[src/rtl/sram_arb_pkg.sv]
// Shared definitions for the port-0 SRAM sequencer/arbiter.
//   arb_state_t : access sequencer states (idle, setup, clock edge, hold, done)
//   SRAM_*      : port-0 address, data and write-mask widths
//   GNT_*       : grant encodings for the two requesters
package sram_arb_pkg;

    localparam int unsigned SRAM_AW = 8;
    localparam int unsigned SRAM_DW = 32;
    localparam int unsigned SRAM_MW = 4;

    localparam logic GNT_WB = 1'b0;
    localparam logic GNT_LA = 1'b1;

    typedef enum logic [2:0] {
        StIdle  = 3'd0,
        StSetup = 3'd1,
        StEdge  = 3'd2,
        StHold  = 3'd3,
        StDone  = 3'd4
    } arb_state_t;

endpackage

[src/rtl/rr_arb2.sv]
// Two-requester round-robin arbiter.
//   clk_i, rst_ni : clock, asynchronous active-low reset
//   req_wb_i      : Wishbone request pending
//   req_la_i      : logic-analyzer request pending
//   accept_i      : the sequencer is idle and will take the current grant
//   gnt_o         : GNT_WB or GNT_LA (meaningful only while valid_o is high)
//   valid_o       : at least one request pending
module rr_arb2
    import sram_arb_pkg::*;
(
    input  logic clk_i,
    input  logic rst_ni,
    input  logic req_wb_i,
    input  logic req_la_i,
    input  logic accept_i,
    output logic gnt_o,
    output logic valid_o
);

    logic last_q, last_d;

    always_comb begin
        valid_o = req_wb_i | req_la_i;
        if (req_wb_i && req_la_i) begin
            // Tie: whoever was not served last goes next.
            gnt_o = (last_q == GNT_LA) ? GNT_WB : GNT_LA;
        end else if (req_wb_i) begin
            gnt_o = GNT_WB;
        end else begin
            gnt_o = GNT_LA;
        end

        last_d = last_q;
        if (accept_i && valid_o) begin
            last_d = gnt_o;
        end
    end

    // Reset to LA so that Wishbone wins the first tie.
    always_ff @(posedge clk_i or negedge rst_ni) begin
        if (!rst_ni) begin
            last_q <= GNT_LA;
        end else begin
            last_q <= last_d;
        end
    end

endmodule

[src/rtl/sram_port0_arbiter.sv]
// Port-0 sequencer and arbiter for the microcode SRAM.
// Two requesters (Wishbone slave, LA toggle handshake) share the read/write port.
// Each access runs IDLE -> SETUP -> EDGE -> HOLD -> DONE; the SRAM clock pulse is
// generated from wb_clk_i and every SRAM control comes straight from a flop.
//   wb_clk_i, wb_rst_ni        : clock, asynchronous active-low reset
//   wbs_*                      : Wishbone classic slave (hit on adr[31:24] == BASE_ADDR)
//   la_req_i/la_ack_o          : toggle handshake; pending while they differ
//   la_we_i/la_addr_i/la_din_i : LA access command (full-word writes)
//   la_dout_o                  : last LA read word, held until the next LA read
//   sram_*0                    : SRAM port-0 pins
module sram_port0_arbiter
    import sram_arb_pkg::*;
#(
    parameter logic [7:0] BASE_ADDR = 8'h30
) (
    input  logic               wb_clk_i,
    input  logic               wb_rst_ni,
    input  logic               wbs_cyc_i,
    input  logic               wbs_stb_i,
    input  logic               wbs_we_i,
    input  logic [3:0]         wbs_sel_i,
    input  logic [31:0]        wbs_adr_i,
    input  logic [31:0]        wbs_dat_i,
    output logic               wbs_ack_o,
    output logic [31:0]        wbs_dat_o,
    input  logic               la_req_i,
    input  logic               la_we_i,
    input  logic [SRAM_AW-1:0] la_addr_i,
    input  logic [SRAM_DW-1:0] la_din_i,
    output logic               la_ack_o,
    output logic [SRAM_DW-1:0] la_dout_o,
    output logic               sram_clk0,
    output logic               sram_csb0,
    output logic               sram_web0,
    output logic [SRAM_AW-1:0] sram_addr0,
    output logic [SRAM_MW-1:0] sram_wmask0,
    output logic [SRAM_DW-1:0] sram_din0,
    input  logic [SRAM_DW-1:0] sram_dout0
);

    arb_state_t         state_q, state_d;
    logic               gnt_q, gnt_d;
    logic               wb_live_q, wb_live_d;
    logic               clk0_q, clk0_d;
    logic               csb0_q, csb0_d;
    logic               web0_q, web0_d;
    logic [SRAM_AW-1:0] addr_q, addr_d;
    logic [SRAM_MW-1:0] wmask_q, wmask_d;
    logic [SRAM_DW-1:0] din_q, din_d;
    logic               wbs_ack_q, wbs_ack_d;
    logic [31:0]        wbs_dat_q, wbs_dat_d;
    logic               la_ack_q, la_ack_d;
    logic [SRAM_DW-1:0] la_dout_q, la_dout_d;

    logic wb_hit, wb_pend, la_pend;
    logic arb_gnt, arb_valid, arb_accept;

    // Address bits outside the hit field and word index are aliased by design.
    logic unused_adr;
    assign unused_adr = ^{wbs_adr_i[23:10], wbs_adr_i[1:0]};

    assign wb_hit     = (wbs_adr_i[31:24] == BASE_ADDR);
    assign wb_pend    = wbs_cyc_i & wbs_stb_i & wb_hit;
    assign la_pend    = la_req_i ^ la_ack_q;
    assign arb_accept = (state_q == StIdle);

    rr_arb2 u_rr_arb2 (
        .clk_i    (wb_clk_i),
        .rst_ni   (wb_rst_ni),
        .req_wb_i (wb_pend),
        .req_la_i (la_pend),
        .accept_i (arb_accept),
        .gnt_o    (arb_gnt),
        .valid_o  (arb_valid)
    );

    always_comb begin
        state_d   = state_q;
        gnt_d     = gnt_q;
        clk0_d    = clk0_q;
        csb0_d    = csb0_q;
        web0_d    = web0_q;
        addr_d    = addr_q;
        wmask_d   = wmask_q;
        din_d     = din_q;
        wbs_ack_d = wbs_ack_q;
        wbs_dat_d = wbs_dat_q;
        la_ack_d  = la_ack_q;
        la_dout_d = la_dout_q;
        // Once the master drops cyc/stb mid-access the ack is lost for good.
        wb_live_d = wb_live_q & wbs_cyc_i & wbs_stb_i;

        unique case (state_q)
            StIdle: begin
                if (arb_valid) begin
                    state_d = StSetup;
                    gnt_d   = arb_gnt;
                    csb0_d  = 1'b0;
                    clk0_d  = 1'b0;
                    if (arb_gnt == GNT_WB) begin
                        wb_live_d = 1'b1;
                        web0_d    = ~wbs_we_i;
                        addr_d    = wbs_adr_i[9:2];
                        din_d     = wbs_dat_i;
                        wmask_d   = wbs_we_i ? wbs_sel_i : '0;
                    end else begin
                        wb_live_d = 1'b0;
                        web0_d    = ~la_we_i;
                        addr_d    = la_addr_i;
                        din_d     = la_din_i;
                        wmask_d   = la_we_i ? {SRAM_MW{1'b1}} : '0;
                    end
                end
            end
            StSetup: begin
                state_d = StEdge;
                clk0_d  = 1'b1;
            end
            StEdge: begin
                state_d = StHold;
                clk0_d  = 1'b0;
            end
            StHold: begin
                state_d = StDone;
                csb0_d  = 1'b1;
                web0_d  = 1'b1;
                // web0_q still reflects this access here: 1 means read.
                if (gnt_q == GNT_WB) begin
                    if (wb_live_d) begin
                        wbs_ack_d = 1'b1;
                        wbs_dat_d = web0_q ? sram_dout0 : '0;
                    end
                end else begin
                    la_ack_d = ~la_ack_q;
                    if (web0_q) begin
                        la_dout_d = sram_dout0;
                    end
                end
            end
            StDone: begin
                state_d   = StIdle;
                wbs_ack_d = 1'b0;
                wbs_dat_d = '0;
                wb_live_d = 1'b0;
            end
            default: begin
                state_d = StIdle;
            end
        endcase
    end

    always_ff @(posedge wb_clk_i or negedge wb_rst_ni) begin
        if (!wb_rst_ni) begin
            state_q   <= StIdle;
            gnt_q     <= GNT_LA;
            wb_live_q <= 1'b0;
            clk0_q    <= 1'b0;
            csb0_q    <= 1'b1;
            web0_q    <= 1'b1;
            addr_q    <= '0;
            wmask_q   <= '0;
            din_q     <= '0;
            wbs_ack_q <= 1'b0;
            wbs_dat_q <= '0;
            la_ack_q  <= 1'b0;
            la_dout_q <= '0;
        end else begin
            state_q   <= state_d;
            gnt_q     <= gnt_d;
            wb_live_q <= wb_live_d;
            clk0_q    <= clk0_d;
            csb0_q    <= csb0_d;
            web0_q    <= web0_d;
            addr_q    <= addr_d;
            wmask_q   <= wmask_d;
            din_q     <= din_d;
            wbs_ack_q <= wbs_ack_d;
            wbs_dat_q <= wbs_dat_d;
            la_ack_q  <= la_ack_d;
            la_dout_q <= la_dout_d;
        end
    end

    assign sram_clk0   = clk0_q;
    assign sram_csb0   = csb0_q;
    assign sram_web0   = web0_q;
    assign sram_addr0  = addr_q;
    assign sram_wmask0 = wmask_q;
    assign sram_din0   = din_q;
    assign wbs_ack_o   = wbs_ack_q;
    assign wbs_dat_o   = wbs_dat_q;
    assign la_ack_o    = la_ack_q;
    assign la_dout_o   = la_dout_q;

endmodule
[config.mk]
export PLATFORM = sky130hd
export DESIGN_NAME = sram_port0_arbiter
export DESIGN_NICKNAME = d
export VERILOG_FILES = /design/src/rtl/sram_arb_pkg.sv /design/src/rtl/rr_arb2.sv /design/src/rtl/sram_port0_arbiter.sv
export SDC_FILE = /design/constraint.sdc
export NUM_CORES = 1
export LEC_CHECK = 0
export ABC_AREA = 1
export BUFFER_PORTS_ARGS = -buffer_cell sky130_fd_sc_hd__buf_2
export CAP_MARGIN = 20
export CELL_PAD_IN_SITES_DETAIL_PLACEMENT = 1
export CELL_PAD_IN_SITES_GLOBAL_PLACEMENT = 1
export CORE_ASPECT_RATIO = 1.75
export CORE_MARGIN = 5
export CORE_UTILIZATION = 33
export DETAILED_ROUTE_END_ITERATION = 8
export PLACE_DENSITY_LB_ADDON = 0.1
export SETUP_SLACK_MARGIN = 0.15
export SYNTH_ARGS = -nofsm -noshare
export SYNTH_HDL_FRONTEND = slang
export SYNTH_SLANG_ARGS = --single-unit
[constraint.sdc]
create_clock -name wb_clk_i -period 1.9 [get_ports wb_clk_i]
set_clock_uncertainty 0.2 [all_clocks]
set_input_delay 0.285 -clock wb_clk_i [delete_from_list [all_inputs] [get_ports wb_clk_i]]
set_output_delay 0.285 -clock wb_clk_i [all_outputs]
set_load 0.03 [all_outputs]
* Word-level counts from Yosys, hierarchy flattened *
Cells that the tools add are included.

operators by class
  equality and inequality tests = 8
  add/subtract/negate cells = 0
  reductions and logical operators = 12
  div/mod/pow operators = 0
  bitwise operators = 9
  multiply operators = 0
  magnitude comparators = 0
  multiplexer cells = 26
  shift operators = 0

operators with widths
  cell                                                                    count
  32-bit 2-to-1 mux                                                       4
  32-bit one-hot mux with 2 select lines                                  1
  4-bit 2-to-1 mux                                                        3
  3-bit one-hot mux with 4 select lines                                   1
  1-bit 2-to-1 mux                                                        10
  8-bit by 6-bit equality test with 1-bit output (second input constant)  1
  8-bit 2-to-1 mux                                                        1
  1-bit one-hot mux with 2 select lines                                   4
  2-bit AND reduction                                                     4
  3-bit by 2-bit equality test with 1-bit output (second input constant)  2
  2-bit inequality test (second input constant)                           3
  3-bit AND reduction                                                     2
  1-bit bitwise AND                                                       4
  2-bit nonzero test                                                      2
  3-bit by 1-bit equality test with 1-bit output (second input constant)  1
  3-bit equality test (second input constant)                             1
  3-bit zero test                                                         1
  3-bit 2-to-1 mux                                                        1
  1-bit NOT                                                               3
  1-bit one-hot mux with 3 select lines                                   1
  3-bit nonzero test                                                      1
  1-bit logical AND                                                       2
  1-bit bitwise OR                                                        1
  1-bit XOR                                                               1

storage, ports and cells
  memory bits (read-only) = 0
  bits in latches = 0
  logic and storage cells = 69
  memories = 0
  RAM bits = 0
  bits of input ports = 147
  flip-flop bits (word level) = 119
  output and inout port bits = 113

* Longest topological paths before layout *
Gate-level depths: netlist of run 1.

  depth in word-level cells = 7
  depth in mapped cells = 10
  gate-level depth less buffers = 9

* By module *
Synthesis of run 1 repeated with hierarchy kept, for this count alone.

unflattened totals
  cell total of the unflattened synthesis = 665
  area total of the unflattened synthesis = 5,411.4 um^2

modules (own cells, without submodules)
  module              seq. area each (um^2)  instances  area an instance (um^2)  cells an instance
  sram_port0_arbiter  2,956.6                1          5,351.4                  656
  rr_arb2             26.3                   1          60.1                     9

* Least setup slack after synthesis of run 1 *
No wires, ideal clock.

  path type = register -> register
  start = reg web0_q, in the netlist sram_web0
  end = reg la_dout_q[10], in the netlist la_dout_o[10]
  slack = 0.149 ns
  cell stages (with the launch flop) = 5
  library setup time = 0.125 ns
  buffers on the path = 2
  arrival time = 1.426 ns
  period minus slack after synthesis = 1.751 ns
  required time = 1.575 ns
  path through = dfstp_2 -> clkbuf_1 -> nand3_4 -> buf_6 -> mux2_2

on the way
  cells in the longest elaborated chain, start to end = 1

ends and longest elaborated chain
  what                           line                       source
  start, declared                sram_port0_arbiter.sv:46   logic web0_q, web0_d;
  start signal, assigned         sram_port0_arbiter.sv:173  web0_q <= web0_d;
  3-bit AND reduction (no line)  --
  end signal, assigned           sram_port0_arbiter.sv:180  la_dout_q <= la_dout_d;
  end, declared                  sram_port0_arbiter.sv:53   logic [SRAM_DW-1:0] la_dout_q, la_dout_d;

Every way passes these cells.
A chain may end at the register's enable or synchronous reset.

* Worst setup path after layout of run 1 *
  start = reg web0_q, in the netlist sram_web0
  end = out sram_web0

RTL lines
  what           line                      source
  end, declared  sram_port0_arbiter.sv:34  output logic sram_web0,

No word-level cell between the ends.

==> flow_summary.json, run 1 <==
{
  "status": "completed",
  "clockPowerShare_pct": 22.7,
  "intPower_w": 0.00814,
  "gp_congestion": 0.777,
  "cp-end-kind": "output port",
  "power.density_nw_per_um2": 1690,
  "crit_path_max_incr_delay_ns": 0.55,
  "crit_required_ns": 1.41,
  "hold_path.class": "in2reg",
  "diodes": 0,
  "yosysSeqAreaShare_pct": 54.4,
  "die_w_um": 107,
  "max_freq_mhz": 600,
  "r2r_cells": 7,
  "finalHoldViolations": 0,
  "worst-slew-pin-transition_ns": 0.373,
  "whs_path_depth": 5,
  "postSynthAreaPerCell_um2": 8.88,
  "nets": 1091,
  "drt-wirelength-per-cell_um": 16.6,
  "cpMaxStageDelayCell": "dfstp_2",
  "cts_max_level": 4,
  "die_area_um2": 19200,
  "clock-sinks": 118,
  "arrival_ns": 1.18,
  "cts-root-buf": "clkbuf_16",
  "dp_hpwl_um": 13300,
  "drt_wl_total_um": 19100,
  "rr_endpoint": "wbs_dat_o[17]",
  "grt_pass1_wl_um": 31100,
  "synthToLayoutAreaGrowth_pct": 57.2,
  "clk_pin_slew_worst_paths_ns": 0.05,
  "setup-tns-final_ns": 0,
  "ys_types": 27,
  "numCtsBuffers": 17,
  "cts_tree": "done",
  "antenna_found_initial": 0,
  "grt.total_usage_pct": 20.2,
  "rrSetupSlack_ns": 0.24,
  "switching_share_pct": 43.7,
  "overflow": 0,
  "ys_ff_latch": 118,
  "syn_nets": 759,
  "hold_start": "wbs_dat_i[23]",
  "post-route-period-util_pct": 87.7,
  "num_rows": 62,
  "drc": 0,
  "drive_gt1_share_pct": 39.4,
  "rsz0062_at_grt": "true",
  "final-setup-viol-count": 0,
  "firstDrtPassIters": 4,
  "clock_latency_ns": 0.40,
  "critPathKind": "reg2out",
  "dp.cells": 1028,
  "drv_cap": 0,
  "min_to": "sram_din0[23]",
  "relSlewSlack_pct": 75.1,
  "antenna_left": 0,
  "pwr-share-comb_pct": 47.5,
  "netlist_area_um2": 5440,
  "core_um2": 16300,
  "grt_pass1_vias": 6071,
  "synth_warnings": 0,
  "start_util_pct": 33.4,
  "ir_drop_mv": 0.543,
  "vias": 5472,
  "fin_cells": 1149,
  "port_buffers": 243,
  "die_h_um": 180,
  "drt_iter0_markers": 119,
  "worst_setup_path_start_kind": "register",
  "ioPinCount": 260,
  "power_switching_w": 0.00632,
  "p_leak_nw": 4.58,
  "path_cells": "buf_12 > buf_6",
  "grt_max_degree": 46,
  "cp_max_fo": 5,
  "cts_buffer_depth": 2,
  "seq_power_share_pct": 29.8,
  "fin_crit_ns": 1.67,
  "syn_inst": 612,
  "drt-vias-per-instance": 4.76,
  "slew_violations": 0,
  "r2r_start": "state_q[0]"
}
power by group through the flow:
| stage | combinational, W | sequential (W) | clock [W] |
|---|---|---|---|
| after floorplan | 0.00225 | 0.00646 | 0 |
| after global placement | 0.00648 | 0.00429 | 0 |
| after detailed placement | 0.00663 | 0.00434 | 0 |
| after CTS | 0.00687 | 0.00432 | 0.00338 |
| after global routing | 0.00740 | 0.00446 | 0.00349 |
| final | 0.00687 | 0.00430 | 0.00329 |
flip-flops by register name (all words and copies together) (netlist names):
name	cells
la_ack_o	1
sram_web0	1
la_dout_o	32
wbs_ack_o	1
wbs_dat_o	32
sram_addr0	8
sram_csb0	1
sram_wmask0	4
sram_din0	32
state_q	3
sram_clk0	1
wb_live_q	1
gnt_q	1
worst max-delay path: cells and delay by family, from the launching register on:
kind | cells | cell delay [ns]
buffers and inverters | 2 | 0.23
DFF | 1 | 0.55
layout by cell type (no fill, tap or decap):
cell | netlist | final
a21oi_1 | 2 | 2
buf_12 | 1 | 15
buf_16 | 0 | 1
buf_2 | 20 | 241
buf_4 | 1 | 14
buf_6 | 5 | 1
bufinv_16 | 0 | 3
clkbuf_1 | 8 | 1
clkbuf_16 | 0 | 18
clkinv_2 | 0 | 2
clkinv_4 | 0 | 3
clkinvlp_4 | 0 | 3
dfrtp_1 | 115 | 114
dfrtp_2 | 0 | 1
dfstp_2 | 3 | 3
dlygate4sd3_1 | 0 | 79
inv_1 | 12 | 12
inv_2 | 2 | 1
inv_4 | 0 | 1
inv_6 | 0 | 3
mux2_2 | 32 | 32
nand2_1 | 268 | 264
nand2_2 | 9 | 12
nand2_4 | 0 | 1
nand3_1 | 75 | 74
nand3_2 | 0 | 1
nand3_4 | 1 | 1
nand3b_1 | 5 | 5
nor2_1 | 8 | 7
nor2_4 | 2 | 5
o21ai_0 | 18 | 17
o21ai_1 | 2 | 3
o21ai_2 | 14 | 13
o21ai_4 | 0 | 1
o21bai_1 | 1 | 1
or2_4 | 1 | 1
xor2_1 | 1 | 1
timing repair:
action / CTS / global route
pin swaps: 2 / 4
endpoints found under the hold margin: 216 / 1
cloned: 1 / 1
setup buffers: 4 / 4
hold buffers: 78 / 1
setup endpoints to repair: 13 / 68
resized for setup: 6 / 10
worst max-delay path by stage:
stage / start / to / slack, ns
floorplan: la_ack_o / sram_addr0[0] / 0.20
global placement: wbs_adr_i[27] / sram_wmask0[0] / 0.14
detailed placement: wbs_cyc_i / sram_web0 / 0.06
CTS: sram_web0 / sram_web0 / 0.15
global route: state_q[1] / wbs_dat_o[8] / 0.13
finish: sram_web0 / sram_web0 / 0.23
per-stage QoR:
step                power (W)  hold WS, ns  setup WS [ns]  cell area, um^2  util, %
finish                 0.0145       0.0125          0.233             8540     52.5
global route           0.0154       0.0195          0.134             8540     52.5
CTS                    0.0146      0.00127          0.151             8440     51.8
detailed placement     0.0110       0.0347         0.0560             6970     42.8
global placement       0.0108       0.0353          0.135             6970     42.8
floorplan             0.00870       -0.211          0.202             5440        -
layout make-up:
class / count / area [um^2]
Clock buffer: 18 / 429
Clock inverter: 14 / 175
Fill cell: 1919 / 7750
Inverter: 14 / 55.1
Multi-Input combinational cell: 441 / 2220
Sequential cell: 118 / 2960
Tap cell: 192 / 240
Timing Repair Buffer: 352 / 2470
synthesized netlist by cell type:
cell type	count	area [um^2]
a21oi_1	2	10.0
buf_1	2	7.51
buf_12	1	20.0
buf_2	20	100
buf_4	1	7.51
buf_6	5	56.3
buf_8	2	30.0
clkbuf_1	8	30.0
dfrtp_1	115	2880
dfstp_2	3	78.8
inv_1	12	45.0
inv_2	2	7.51
mux2_2	32	360
nand2_1	268	1010
nand2_2	9	56.3
nand3_1	75	375
nand3_4	1	17.5
nand3b_1	5	37.5
nor2_1	8	30.0
nor2_2	2	12.5
nor2_4	2	22.5
o21ai_0	18	90.1
o21ai_1	2	10.0
o21ai_2	14	123
o21bai_1	1	7.51
or2_4	1	8.76
xor2_1	1	8.76
kinds of logic (layout without fill, tap and decap cells):
| logic type | after synthesis | in the layout | share of synthesized area (%) |
|---|---|---|---|
| flops | 118 | 118 | 54.4 |
| simple gates | 371 | 371 | 28.8 |
| buf+inv | 53 | 398 | 5.59 |
| mux | 32 | 32 | 6.63 |
| xor+xnor | 1 | 1 | 0.161 |
| compound gates | 37 | 37 | 4.42 |
metal layers:
layer	GRT usage [%]	share of wire (%)	up-vias	wire (um)
met3	4.45	4.7	23	894
li1	-	-	2633	-
met4	6.25	1.8	0	343
met5	0	0	-	0
met1	21.7	37	2654	7110
met2	38.4	56	162	10800
Note: power is estimated with default switching activity, not from simulation.
==> run 2: changes to the inputs <==
Settings changed: BUFFER_PORTS_ARGS -buffer_cell sky130_fd_sc_hd__buf_2 to -buffer_cell sky130_fd_sc_hd__clkbuf_2.
==> flow_summary.json, run 2 (synthesis gave the netlist of run 1 again) <==
{
  "status": "completed",
  "p_leak_nw": 4.70,
  "rr_endpoint": "wbs_dat_o[5]",
  "post-route-period-util_pct": 89.4,
  "port_buffers": 243,
  "power.density_nw_per_um2": 1670,
  "relSlewSlack_pct": 80.4,
  "firstDrtPassIters": 4,
  "arrival_ns": 1.77,
  "dp_hpwl_um": 13300,
  "crit_path_max_incr_delay_ns": 0.41,
  "nets": 1109,
  "cts-root-buf": "clkbuf_16",
  "gp_congestion": 0.784,
  "fin_util_pct": 53.6,
  "die_h_um": 180,
  "min_to": "sram_din0[4]",
  "final_common_cell": "nand2_1",
  "rsz0062_at_grt": "true",
  "drc": 0,
  "finalHoldViolations": 0,
  "grt_pass1_wl_um": 31600,
  "max_freq_mhz": 588,
  "slew_violations": 0,
  "drt_wl_total_um": 19800,
  "clock_latency_ns": 0.40,
  "cpMaxStageDelayCell": "dfrtp_1",
  "cp_common_cell": "nor2_4",
  "r2r_start": "state_q[0]",
  "cts_tree": "done",
  "grt.total_usage_pct": 20.8,
  "drt-vias-per-instance": 4.77,
  "worstSetupPathDepth": 9,
  "core_um2": 16300,
  "start_util_pct": 33.4,
  "cts_buffer_depth": 2,
  "worst-path-buf-inv": 3,
  "grt_pass1_vias": 6222,
  "hold_start": "la_din_i[4]",
  "fin_crit_ns": 1.70,
  "numCtsBuffers": 17,
  "drive_gt1_share_pct": 39.5,
  "final-setup-viol-count": 0,
  "path_cells": "nand2_2 > nor2_4 > inv_2 > nor2_4 > o21ai_4 > buf_4 > buf_6 > nand2_1 > o21ai_0",
  "hold_path.class": "in2reg",
  "clk_pin_slew_worst_paths_ns": 0.06,
  "overflow": 0,
  "worst_setup_path_start_kind": "register",
  "die_area_um2": 19200,
  "cp_max_fo": 11,
  "fin_cells": 1167,
  "drv_cap": 0,
  "whs_path_depth": 5,
  "crit_required_ns": 1.97,
  "dp.cells": 1027,
  "worst-slew-pin-transition_ns": 0.294,
  "cts_max_level": 4,
  "critPathKind": "reg2reg",
  "diodes": 0,
  "critical-path-top-delay-family": "simple AND/OR/NAND/NOR gates",
  "drt-wirelength-per-cell_um": 16.9,
  "vias": 5569,
  "rrSetupSlack_ns": 0.20,
  "synthToLayoutAreaGrowth_pct": 60.7,
  "clock-sinks": 118,
  "die_w_um": 107,
  "setup-tns-final_ns": 0,
  "ioPinCount": 260,
  "cp-end-kind": "register",
  "antenna_left": 0,
  "ir_drop_mv": 0.558,
  "power_w": 0.0146,
  "final_cell_mix": "265 x nand2_1, 241 x clkbuf_2, 115 x dfrtp_1",
  "antenna_found_initial": 0,
  "drt_iter0_markers": 141,
  "r2r_cells": 9,
  "grt_max_degree": 48,
  "num_rows": 62
}
## run 2: metal layers
layer | GRT usage, % | part of all wire [%]
met3 | 4.81 | 4.9
met5 | 0 | 0
met4 | 8.40 | 3.2
met1 | 21.6 | 37
met2 | 39.0 | 55
## run 2: how the worst max path moves through the flow
stage / start / endpoint
after global routing: state_q[0] / wbs_dat_o[4]
after floorplan: la_ack_o / sram_addr0[0]
after global placement: wbs_cyc_i / sram_wmask0[2]
after detailed placement: wbs_cyc_i / sram_wmask0[2]
final: state_q[0] / wbs_dat_o[5]
after CTS: la_ack_o / sram_addr0[4]
## run 2: power by group
group	internal [W]	leakage (nW)	switching (W)	total (W)
registers	0.00368	1.46	0.000688	0.00437
logic	0.00245	2.96	0.00453	0.00698
clock network	0.00197	0.282	0.00127	0.00324
total	0.00810	4.70	0.00648	0.0146
## run 2: final cells by class
cell class	instances	area [um^2]
Fill cell	1930	7550
Clock buffer	18	429
Tap cell	192	240
Inverter	14	55.1
Sequential cell	118	2960
Clock inverter	14	166
Multi-Input combinational cell	441	2210
Timing Repair Buffer	370	2680
## run 2: worst register-to-register path, delay by kind of cell, from the launching register on
family          cells  cell delay (ns)
compound gates      2             0.16
buf+inv             3             0.37
simple gates        4             0.43
flops               1             0.41
## run 2: metrics by stage
stage,cell area [um^2],setup slack [ns],hold slack [ns]
CTS,8570,0.148,0.000509
detailed placement,6970,0.0780,-0.0576
finish,8740,0.201,0.0137
global placement,6970,0.124,-0.0609
floorplan,5440,0.202,-0.211
global route,8740,0.111,0.00733
## run 2: what timing repair did
action,CTS,global route
gates cloned,2,3
resized for setup,7,11
pin swaps,1,4
hold endpoints to repair,217,0
hold buffers,87,0
endpoints found under the setup margin,22,51
setup buffers,6,10
